## src/rtl/pc_seq_ctrl.sv

```systemverilog
// pc_seq_ctrl: program-counter sequencer for the fetch stage.
//
// The block keeps the fetch PC and has no adder of its own. It steers one shared
// external adder:
//   - For a sequential fetch it sends pc and 4.
//   - For a branch, jal or jalr redirect it sends br_pc and br_imm.
// The result returns on add_sum and is the only way pc changes.
//
// Optional feature (macro PC_MISALIGN_TRAP_EN): a redirect to a target that is not
// word aligned is still accepted and loaded. It then sets a sticky misalign flag and
// parks the FSM in HALT until reset.
//
// Ports:
//   clk          rising-edge clock
//   rst_n        synchronous active-low reset
//   fetch_ready  fetch stage consumes pc this cycle when pc_valid=1
//   pc_valid     pc holds a fetchable address
//   pc           current fetch address
//   br_req       redirect request
//   br_pc        redirect base operand
//   br_imm       redirect offset operand
//   br_ack       redirect accepted this cycle (combinational)
//   add_a        shared adder current_pc operand (combinational)
//   add_b        shared adder imm_val operand (combinational)
//   add_sum      shared adder next_address result
//   misalign     sticky misaligned-target flag (PC_MISALIGN_TRAP_EN only)
module pc_seq_ctrl #(
  parameter logic [31:0] RESET_VECTOR = 32'h0000_0000
) (
  input  logic        clk,
  input  logic        rst_n,
  input  logic        fetch_ready,
  output logic        pc_valid,
  output logic [31:0] pc,
  input  logic        br_req,
  input  logic [31:0] br_pc,
  input  logic [31:0] br_imm,
  output logic        br_ack,
  output logic [31:0] add_a,
  output logic [31:0] add_b,
  input  logic [31:0] add_sum
`ifdef PC_MISALIGN_TRAP_EN
  ,
  output logic        misalign
`endif
);

`ifdef PC_MISALIGN_TRAP_EN
  typedef enum logic [1:0] {StBoot, StRun, StFlush, StHalt} state_e;
`else
  typedef enum logic [1:0] {StBoot, StRun, StFlush} state_e;
`endif

  state_e      state_q, state_d;
  logic [31:0] pc_q, pc_d;
  logic        pc_valid_q, pc_valid_d;
`ifdef PC_MISALIGN_TRAP_EN
  logic        misalign_q, misalign_d;
`endif

  logic redirect_state;

  // Redirects are accepted only in RUN or FLUSH.
  // While reset is asserted they are always refused.
  assign redirect_state = (state_q == StRun) || (state_q == StFlush);
  assign br_ack         = rst_n && br_req && redirect_state;

  // Operand mux for the shared adder.
  // During reset it presents RESET_VECTOR + 4, whatever pc_q holds.
  always_comb begin
    add_a = pc_q;
    add_b = 32'd4;
    if (!rst_n) begin
      add_a = RESET_VECTOR;
    end else if (br_ack) begin
      add_a = br_pc;
      add_b = br_imm;
    end
  end

  always_comb begin
    state_d    = state_q;
    pc_d       = pc_q;
    pc_valid_d = pc_valid_q;
`ifdef PC_MISALIGN_TRAP_EN
    misalign_d = misalign_q;
`endif
    if (br_ack) begin
      // The redirect always wins the pc update, even when the fetch of the
      // current pc completes in the same cycle.
      pc_d       = add_sum;
      pc_valid_d = 1'b0;
      state_d    = StFlush;
`ifdef PC_MISALIGN_TRAP_EN
      if (add_sum[1:0] != 2'b00) begin
        state_d    = StHalt;
        misalign_d = 1'b1;
      end
`endif
    end else begin
      unique case (state_q)
        StBoot: begin
          state_d    = StRun;
          pc_valid_d = 1'b1;
        end
        StRun: begin
          if (pc_valid_q && fetch_ready) begin
            pc_d = add_sum;
          end
        end
        StFlush: begin
          state_d    = StRun;
          pc_valid_d = 1'b1;
        end
`ifdef PC_MISALIGN_TRAP_EN
        StHalt: begin
          pc_valid_d = 1'b0;
        end
`endif
        default: begin
          state_d    = StBoot;
          pc_valid_d = 1'b0;
        end
      endcase
    end
  end

  always_ff @(posedge clk) begin
    if (!rst_n) begin
      state_q    <= StBoot;
      pc_q       <= RESET_VECTOR;
      pc_valid_q <= 1'b0;
`ifdef PC_MISALIGN_TRAP_EN
      misalign_q <= 1'b0;
`endif
    end else begin
      state_q    <= state_d;
      pc_q       <= pc_d;
      pc_valid_q <= pc_valid_d;
`ifdef PC_MISALIGN_TRAP_EN
      misalign_q <= misalign_d;
`endif
    end
  end

  assign pc       = pc_q;
  assign pc_valid = pc_valid_q;
`ifdef PC_MISALIGN_TRAP_EN
  assign misalign = misalign_q;
`endif

endmodule

```

## config.mk

```make
export PLATFORM = sky130hd
export DESIGN_NAME = pc_seq_ctrl
export DESIGN_NICKNAME = d
export VERILOG_FILES = /design/src/rtl/pc_seq_ctrl.sv
export SDC_FILE = /design/constraint.sdc
export NUM_CORES = 1
export LEC_CHECK = 0
export BUFFER_PORTS_ARGS = -buffer_cell sky130_fd_sc_hd__buf_2
export CAP_MARGIN = 25
export CELL_PAD_IN_SITES_DETAIL_PLACEMENT = 0
export CELL_PAD_IN_SITES_GLOBAL_PLACEMENT = 2
export CORE_AREA = 2 2 122 124
export CTS_CLUSTER_DIAMETER = 50
export DETAILED_ROUTE_END_ITERATION = 16
export DIE_AREA = 0 0 124 126
export PLACE_DENSITY_LB_ADDON = 0.1
export SLEW_MARGIN = 20
export SYNTH_ARGS = -nofsm -noshare
export SYNTH_HDL_FRONTEND = slang
export SYNTH_SLANG_ARGS = --single-unit
export TNS_END_PERCENT = 5
```

## constraint.sdc

```tcl
create_clock -name clk -period 1.8 [get_ports clk]
set_input_delay 0.36 -clock clk [delete_from_list [all_inputs] [get_ports clk]]
set_output_delay 0.36 -clock clk [all_outputs]
set_load 0.05 [all_outputs]
```

# Yosys cells after proc, flatten, opt, wreduce, memory -nomap -nowiden
# Cells that the tools add are included.
# W data, S select, Z words.
[op_classes]
mux = 10
bitwise = 1
eq_ne = 3
reduce_logical = 10
[ops]
columns = ["op", "count"]
rows = [
  ["$mux W32", 7],
  ["$pmux W2 S2", 1],
  ["$reduce_bool A2 Y1", 2],
  ["$reduce_or A2 Y1", 2],
  ["$logic_and A1 B1 Y1", 3],
  ["$eq A2 B1 Y1 const B", 1],
  ["$eq A2 B2 Y1 const B", 1],
  ["$logic_not A2 Y1", 1],
  ["$mux W2", 1],
  ["$ne A2 B2 Y1 const B", 1],
  ["$pmux W1 S2", 1],
  ["$reduce_and A2 Y1", 1],
  ["$logic_or A1 B1 Y1", 1],
  ["$not A1 Y1", 1],
]
[totals]
out_inout_bits = 98
register_bits = 35
word_cells = 28

# Logic depth before layout (Yosys ltp)
# Gate-level depths: netlist of the first run.
[logic_depth]
depth_word = 5
mapped_depth = 7

# Least setup slack after synthesis of the first run
# OpenSTA, ideal clock, no wires.
[synth_timing]
kind = "register to output"
startpoint = "register pc_valid (netlist name)"
endpoint = "output port add_a[10]"
path_stages_with_launch = 8
arrival_ns = 2.577
path_buffers = 2
path_slack_ns = -1.137
path_cell_list = "dfxtp_1 > inv_1 > ha_1 > and2_1 > clkbuf_1 > clkbuf_1 > nand2_1 > a21oi_1"
[synth_rtl]
columns = ["element", "line_no", "rtl"]
rows = [
  ["end: declaration", "39", "output logic [31:0] add_a,"],
]

# Worst setup path after layout of the first run
[layout_timing]
startpoint = "register state_q[1]"
endpoint = "output port add_a[9]"
[layout_via]
elab_chain_len = 5
[layout_lines]
columns = ["element", "line_no", "rtl"]
rows = [
  ["start: declaration", "54", "state_e state_q, state_d;"],
  ["start signal: assignment", "130", "state_q <= StBoot;"],
  ["start signal: assignment", "137", "state_q <= state_d;"],
  ["$eq A2 B1 Y1 or $eq A2 B2 Y1 (tied branches)", "65", "assign redirect_state = (state_q == StRun) || (state_q == StFlush);"],
  ["$logic_or A1 B1 Y1 (*)", "65", ""],
  ["$logic_and A1 B1 Y1 (*)", "66", "assign br_ack = rst_n && br_req && redirect_state;"],
  ["$mux W32 (*)", "75", "end else if (br_ack) begin"],
  ["$mux W32 (*)", "73", "if (!rst_n) begin"],
]
# Every way passes the cells marked *; elsewhere a longest branch is shown, timed or not.

==> results of run 1 <==
## power groups by stage
stage | clock network [W] | registers, W | logic [W]
after global routing | 0.000947 | 0.00102 | 0.00343
after floorplan | 0 | 0.00144 | 0.00184
after global placement | 0 | 0.00101 | 0.00294
after detailed placement | 0 | 0.00101 | 0.00295
final | 0.000869 | 0.000996 | 0.00324
after CTS | 0.000923 | 0.00100 | 0.00325
## timing repair
item	in CTS	in global routing
gates resized for setup	144	20
hold endpoints to repair	0	0
setup endpoints to repair	65	65
gates cloned	0	0
hold buffers	0	0
pin swaps	9	2
## metal layers
layer | vias to the layer above | part of all wire [%] | wire, um
li1 | 1333 | - | -
met1 | 1235 | 39 | 3550
met2 | 120 | 50 | 4520
met3 | 6 | 9.6 | 862
met4 | 0 | 0.90 | 81
met5 | - | 0 | 0
## state kept, by name, indices dropped and copies added, names as in the netlist
signal    flops
pc           32
pc_valid      1
state_q       1
## worst min-delay path by stage
stage | depth (start not counted) | from | to | slack [ps]
2_1_floorplan | 2 | state_q[1] | state_q[1] | 480
3_3_place_gp | 2 | pc[4] | pc[4] | 460
3_5_place_dp | 2 | pc[7] | pc[7] | 470
4_1_cts | 3 | add_sum[13] | pc[13] | 320
5_1_grt | 3 | add_sum[5] | pc[5] | 330
6_report | 3 | add_sum[13] | pc[13] | 320
## logic make-up (layout without fill, tap and decap cells)
group,Yosys count,in the layout,share of synthesized area [%]
AOI/OAI and AO/OA,35,35,9.28
adders and majority gates,3,3,1.78
buffers and inverters,27,224,7.61
DFF,34,34,32.4
muxes,32,32,15.2
and+or+nand+nor,165,165,33.7
## Yosys cell counts (all sizes together)
cell	count	area, um2
clkbuf	18	67.6
nand2b	1	6.26
and3	1	6.26
nand2	129	484
and2	32	200
a2111oi	1	8.76
a31oi	1	21.3
a21oi	33	165
nand3b	1	7.51
inv	2	7.51
nor3	1	5.00
clkinv	1	3.75
ha	3	37.5
mux2i	32	320
buf	6	81.3
dfxtp	34	681
## layout make-up
cell class	instances	area [um2]	area share [%]
inverters	3	15.0	0.332
multi-input cells	235	1750	38.8
well taps	184	230	5.10
clock buffers	7	143	3.16
flip-flops and latches	34	686	15.2
clock inverters	1	5.00	0.111
repair buffers	213	1690	37.4
## worst max-delay path: cells and delay by family, from the launching register on
kind                     cells  cell delay [ps]
AO/OA/AOI/OAI                1              130
adder cells (fa/ha/maj)      1              260
buffers and inverters        3              430
flip-flops                   1              340
AND/OR/NAND/NOR              2              250
## stage by stage
step	util (%)	worst slack [ps]
global placement	26.9	-100
detailed placement	26.9	-110
CTS	31.1	-269
global route	31.6	-321
floorplan	-	-162
finish	31.6	-249
==> run metrics, run 1 <==
Logic pwr share=63.5%; fin cells=677; vias in the first global route=2,596; CP arrival=1690 ps; final WL=9010 um; die extent in y=126 um; clk root buf=clkbuf_16; DRT Pass-1 Iters=4; Max Cap Viol=0; Int Pwr=0.00263 W; met1 Track Usage GR=11.7%; RR Endpoint=pc[7]; WS Path Type=reg2out; Inserted Clock Buffers=5; yosys warns=0; setup TNS=-11,910 ps; share of cells above drive strength 1=64.9%; Yosys cell types=18; post-route ant nets=0; final hold vios=0; FF-to-FF Start=pc_valid; global routing usage on met2=19.8%; placed cell count=669; Pwr Density=1130 nW/um2; antenna cell count=0; clock slew at reported path FFs=60 ps; Post-CTS Setup Inserts=0; most frequent cells in the layout=buf_2, nand2_1, buf_6; final instance area=4520 um2; DRC viols=0; chip width=124 um; Leak=2.14 nW; via/cell ratio=3.98; TritonCTS clock tree=yes; Critical Path End=add_a[9]; FF-to-FF path depth=7; total number of vias=2,694; port bufs=197; GR peak layer=met2; row count=44; Setup crit start kind=flip-flop; GPL Wtd Cong=0.659; RSZ-0062 raised after global routing=true; Area growth syn-to-layout=115%; most common cell after layout, fill and taps aside=buf_2; met3 usage=3.49%; Reg power frac=19.5%; failing checks=negative setup slack; Starting Density=14.7%; initial antenna violation count=0; Slew HR=72.8%; Final Max Tran Viols=0; Final nets=595; syn nets=399; Pwr Total=0.00511 W; clock share of power=17.0%; # H-tree levels=2; R2R setup slack=160 ps; slowest CP cell=dfxtp_2; CP peak stage delay=340 ps; hold crit path type=in2reg; max frequency=488 MHz; die area=15,600 um2; first-pass GRT wire length=13,100 um; register area share after synthesis=32.4%; IR drop worst, VDD=0.000333 V; Switching Share=48.5%; fin crit period=2050 ps; gr ovfl total=0; clock sinks=34; Least-Margin Pin Slew=407 ps; Cells after Synth=296; crit path cell chain=inv_2 > ha_4 > and2_4 > buf_12 > nand2_2 > a21oi_4 > buf_4; Starting DRT DRC Count=64; syn avg cell area=7.11 um2; status=finished with violations; Psw=0.00248 W; endpoints failing setup=65; total global-route track usage=10.7%; Setup Skew=7.06 ps; CP endpoint kind=primary output; pin count of the biggest net entering global routing=41; DP HPWL=6840 um; Yosys reg bits=34; I/O pin count=198; placement-stage cell area=3850 um2; WL/cell=13.3 um; CP required=1440 ps; Fillers=1,534; final worst path period share=114%; PnR worst setup slack=-249 ps; Core Area=14,300 um2; clk buf depth=2; latest clock arrival within the worst-skew pair=270 ps; crit-path max FO=18; beginning of the critical path=state_q[1]; post-synthesis cell area=2100 um2; Hold WS=325 ps
Power figures use the tool's default switching activity.
==> inputs of run 2 (changes only) <==
--- a/config.mk
+++ b/config.mk
@@ -13,7 +13,7 @@
 export CTS_CLUSTER_DIAMETER = 50
 export DETAILED_ROUTE_END_ITERATION = 16
 export DIE_AREA = 0 0 124 126
-export PLACE_DENSITY_LB_ADDON = 0.1
+export PLACE_DENSITY = 0.74
 export SLEW_MARGIN = 20
 export SYNTH_ARGS = -nofsm -noshare
 export SYNTH_HDL_FRONTEND = slang
==> run 2 against run 1 <==
  * The flow still finishes with violations (negative setup slack)
  * Die area unchanged
  * Non-clock buffer count unchanged
  * Hold slack worse by 9.7 ps
  * Critical path depth unchanged
  * Register-to-register slack worse by 90 ps
  * Clock power up 14%
  * Global-route usage up 0.69 points
  * Worst setup slack worse by 25 ps
  * Combinational power about the same
  * Cell count unchanged
  * Clock skew down 5.2 ps
  * Flip-flop and latch count unchanged
  * Critical path type unchanged
  * Largest cell class unchanged
  * Largest power group unchanged
  * Highest routed layer unchanged
==> run metrics, run 2 (synthesis results as in run 1) <==
met3 usage=3.26%; first-pass GRT wire length=13,500 um; Starting Density=14.7%; # H-tree levels=2; port bufs=197; Setup crit start kind=flip-flop; total global-route track usage=11.4%; IR drop worst, VDD=0.000434 V; total number of vias=2,664; Final nets=595; final hold vios=0; Post-CTS Setup Inserts=0; Setup Skew=1.82 ps; die area=15,600 um2; GR peak layer=met2; endpoints failing setup=65; RSZ-0062 raised after global routing=true; DRC viols=0; GPL Wtd Cong=0.672; fin util=31.5%; final worst path period share=115%; pin count of the biggest net entering global routing=37; CP arrival=1710 ps; die extent in y=126 um; clock sinks=34; Least-Margin Pin Slew=318 ps; TritonCTS clock tree=yes; most frequent cells in the layout=buf_2, nand2_1, buf_6; fin cells=677; CP endpoint kind=primary output; clock slew at reported path FFs=60 ps; Area growth syn-to-layout=114%; vias in the first global route=2,694; Pwr Density=1160 nW/um2; global routing usage on met2=22.2%; Largest register FFs=32; CP required=1440 ps; clk root buf=clkbuf_16; share of cells above drive strength 1=63.3%; Max Cap Viol=0; I/O pin count=198; Slew HR=78.2%; DRT Pass-1 Iters=4; Final Max Tran Viols=0; Reg area=686 um2; clk buf depth=2; Core Area=14,300 um2; latest clock arrival within the worst-skew pair=280 ps; hold crit path type=in2reg; area of the multi-input gates=1730 um2; Leak=2.13 nW; PnR worst setup slack=-274 ps; gr ovfl total=0; antenna cell count=0; via/cell ratio=3.94; most common cell after layout, fill and taps aside=buf_2; max frequency=482 MHz; status=finished with violations; crit-path max FO=20; post-route ant nets=0; fin crit period=2070 ps; met1 Track Usage GR=11.6%; chip width=124 um; final WL=9180 um; failing checks=negative setup slack; initial antenna violation count=0; Starting DRT DRC Count=54; row count=44; WL/cell=13.6 um; Fillers=1,508; Inserted Clock Buffers=5; WS Path Type=reg2out; placed cell count=668; DP HPWL=7070 um
run 2: per-stage QoR:
stage | setup TNS (ps) | setup WS (ps) | total power (W) | hold WS, ps | instance area, um2
after floorplan | -9040 | -162 | 0.00328 | 480 | 2630
after global placement | -2550 | -92.7 | 0.00391 | 461 | 3910
after detailed placement | -3980 | -138 | 0.00395 | 468 | 3910
after CTS | -16690 | -313 | 0.00532 | 303 | 4490
after global routing | -19340 | -352 | 0.00550 | 307 | 4500
final | -14810 | -274 | 0.00521 | 315 | 4500
run 2: area by class of cell:
type	count	share of cell area [%]
clock buffers	6	2.86
multi-input cells	235	38.4
flip-flops and latches	34	15.2
inverters	3	0.333
well taps	184	5.11
repair buffers	213	37.2
clock inverters	2	0.834
run 2: worst max-delay path: stages (launching register included):
cell,delay [ps]
dfxtp_4,350
inv_4,40
ha_4,230
nand2_1,180
buf_12,190
nand2_1,120
a21oi_4,140
buf_6,170
run 2: routing by layer:
metal  share of wire [%]  vias up
met5                   0        -
met1                  35     1189
met2                  53      136
met3                  11        6
li1                    -     1333
met4                0.93        0
run 2: path summary, 6_finish.rpt:
| check | start | to | slack [ps] | depth (start not counted) |
|---|---|---|---|---|
| hold / removal | add_sum[31] | pc[31] | 310 | 3 |
| setup / recovery | pc_valid | add_a[17] | -270 | 7 |
| setup reg to reg | pc_valid | pc[19] | 70 | 7 |
| hold reg to reg | pc[28] | pc[28] | 470 | 2 |
run 2: report_power, final:
group | switching (W) | internal [W] | total, W
sequential | 0.000101 | 0.000893 | 0.000995
combinational | 0.00205 | 0.00118 | 0.00323
clock | 0.000338 | 0.000654 | 0.000991
run 2: repair_timing:
item,CTS,global route
resized for setup,126,5
setup endpoints to repair,65,68
hold buffers,0,0
gates cloned,1,0
==> inputs of run 3 (changes only) <==
==> constraint.sdc (replaced) <==
create_clock -name clk -period 1.8 [get_ports clk]
set_input_delay 0.27 -clock clk [delete_from_list [all_inputs] [get_ports clk]]
set_output_delay 0.27 -clock clk [all_outputs]
set_load 0.05 [all_outputs]
==> run 3 against run 2 <==
  * The run still ends with negative setup slack left
  * Hold slack worse by 84 ps
  * First-iteration DRC count unchanged
  * Flip-flop and latch count stayed put
  * Via count unchanged
  * Cell count unchanged
  * Routed wire length shrank 2.2%
  * Critical path depth is the same
  * Fmax rose by 4.7%
  * Non-clock buffer count decreased by 1
  * Core utilization shrank 0.24 points
  * Largest power group unchanged
  * Highest routed layer unchanged
==> run metrics, run 3 (synthesis results as in run 1) <==
Slew HR=71.5%; Hold WS=230 ps; die extent in y=126 um; clock sinks=34; Inserted Clock Buffers=5; Buf/Inv on CP=3; Starting DRT DRC Count=54; latest clock arrival within the worst-skew pair=280 ps; post-route ant nets=0; DRT Pass-1 Iters=4; Max Cap Viol=0; PnR worst setup slack=-181 ps; WL/cell=13.3 um; CP peak stage delay=360 ps; share of cells above drive strength 1=62.8%; final worst path period share=110%; Final Max Tran Viols=0; crit path cell chain=inv_4 > ha_4 > and2_4 > buf_12 > nand2_1 > a21oi_4 > buf_6; die area=15,600 um2; fin crit period=1980 ps; Pwr Density=1130 nW/um2; pin count of the biggest net entering global routing=37; IR drop worst, VDD=0.000356 V; WS Path Type=reg2out; TritonCTS clock tree=yes; endpoints failing setup=65; vias in the first global route=2,707; Starting Density=14.7%; crit-path max FO=19; CP arrival=1710 ps; Post-CTS Setup Inserts=0; Top Family by Delay on Critical Path=buffers and inverters; CP required=1530 ps; total global-route track usage=11.0%; port bufs=197; most common cell after layout, fill and taps aside=buf_2; CP endpoint kind=primary output; hold crit path type=in2reg; most frequent cells in the layout=buf_2, nand2_1, buf_6; hold-fix buffer count after cts=0; RSZ-0062 raised after global routing=true; status=finished with violations; Final nets=594; Core Area=14,300 um2; placement-stage cell area=3930 um2; max frequency=505 MHz; via/cell ratio=3.94; final hold vios=0; chip width=124 um; final instance area=4470 um2; DRC viols=0; DP HPWL=6990 um; Least-Margin Pin Slew=417 ps; failing checks=negative setup slack; first-pass GRT wire length=13,300 um; clk root buf=clkbuf_16; gr ovfl total=0; clk buf depth=2; Area growth syn-to-layout=112%; initial antenna violation count=1; row count=44; GPL Wtd Cong=0.671; # H-tree levels=2; Setup WS pre-CTS=-49.7 ps; Largest register FFs=32; clock slew at reported path FFs=60 ps; I/O pin count=198; final WL=8970 um; Leak=2.12 nW; slowest CP cell=dfxtp_4; Setup Skew=4.14 ps; Setup crit start kind=flip-flop; total number of vias=2,664
[run 3: cell count changes in the layout (fill, tap and decap cells not counted), moves of 2 or more]
cell	change
buf_4	-2
buf_8	-3
buf_12	+2
buf_6	+3
[run 3: per-layer routing]
metal  vias up  routed length, um  part of all wire [%]  global-route usage (%)
met4         0                 64                  0.71                    1.98
met3         6                869                   9.7                    2.63
li1       1332                  -                     -                       -
met2       128               4900                    55                    22.4
met5         -                  0                     0                       0
met1      1198               3140                    35                    11.2
[run 3: stage by stage]
stage	setup TNS (ps)	cells	utilization (%)	total power, W
after floorplan	-3480	296	-	0.00328
after global placement	-217	668	27.4	0.00392
after detailed placement	-487	668	27.4	0.00396
after CTS	-9440	676	31.1	0.00516
after global routing	-13280	676	31.2	0.00535
final	-7880	677	31.2	0.00506
[run 3: path summary, 6_finish.rpt]
| path | endpoint | start | cells past startpoint | slack (ps) |
|---|---|---|---|---|
| min | pc[29] | add_sum[29] | 3 | 230 |
| max reg2reg | pc[1] | pc_valid | 7 | 80 |
| max | add_a[17] | pc_valid | 7 | -180 |
| min reg2reg | pc[27] | pc[27] | 2 | 470 |
[run 3: repair_timing]
| item | CTS | global route |
|---|---|---|
| endpoints found under the setup margin | 65 | 66 |
| gates resized for setup | 126 | 3 |
| pin swaps | 1 | 0 |
[run 3: power breakdown]
group	switching (W)	internal [W]	total, W
combinational	0.00203	0.00116	0.00319
clock	0.000324	0.000549	0.000873
sequential	0.000105	0.000894	0.000999
total	0.00246	0.00260	0.00506
[run 3: worst register-to-register path: cells and delay by family, from the launching register on]
kind | cells | cell delay [ps]
buf+inv | 3 | 420
flops | 1 | 360
fa+ha+maj | 1 | 230
simple gates | 1 | 200
compound gates | 1 | 220
mux | 1 | 220
[run 3: cell type report]
| type | instances | area, um2 |
|---|---|---|
| Timing Repair Buffer | 212 | 1660 |
| Sequential cell | 34 | 686 |
| Inverter | 3 | 15.0 |
| Fill cell | 1501 | 9840 |
| Clock inverter | 1 | 5.00 |
| Multi-Input combinational cell | 235 | 1730 |
| Clock buffer | 7 | 143 |
| Tap cell | 184 | 230 |
| Antenna cell | 1 | 2.50 |
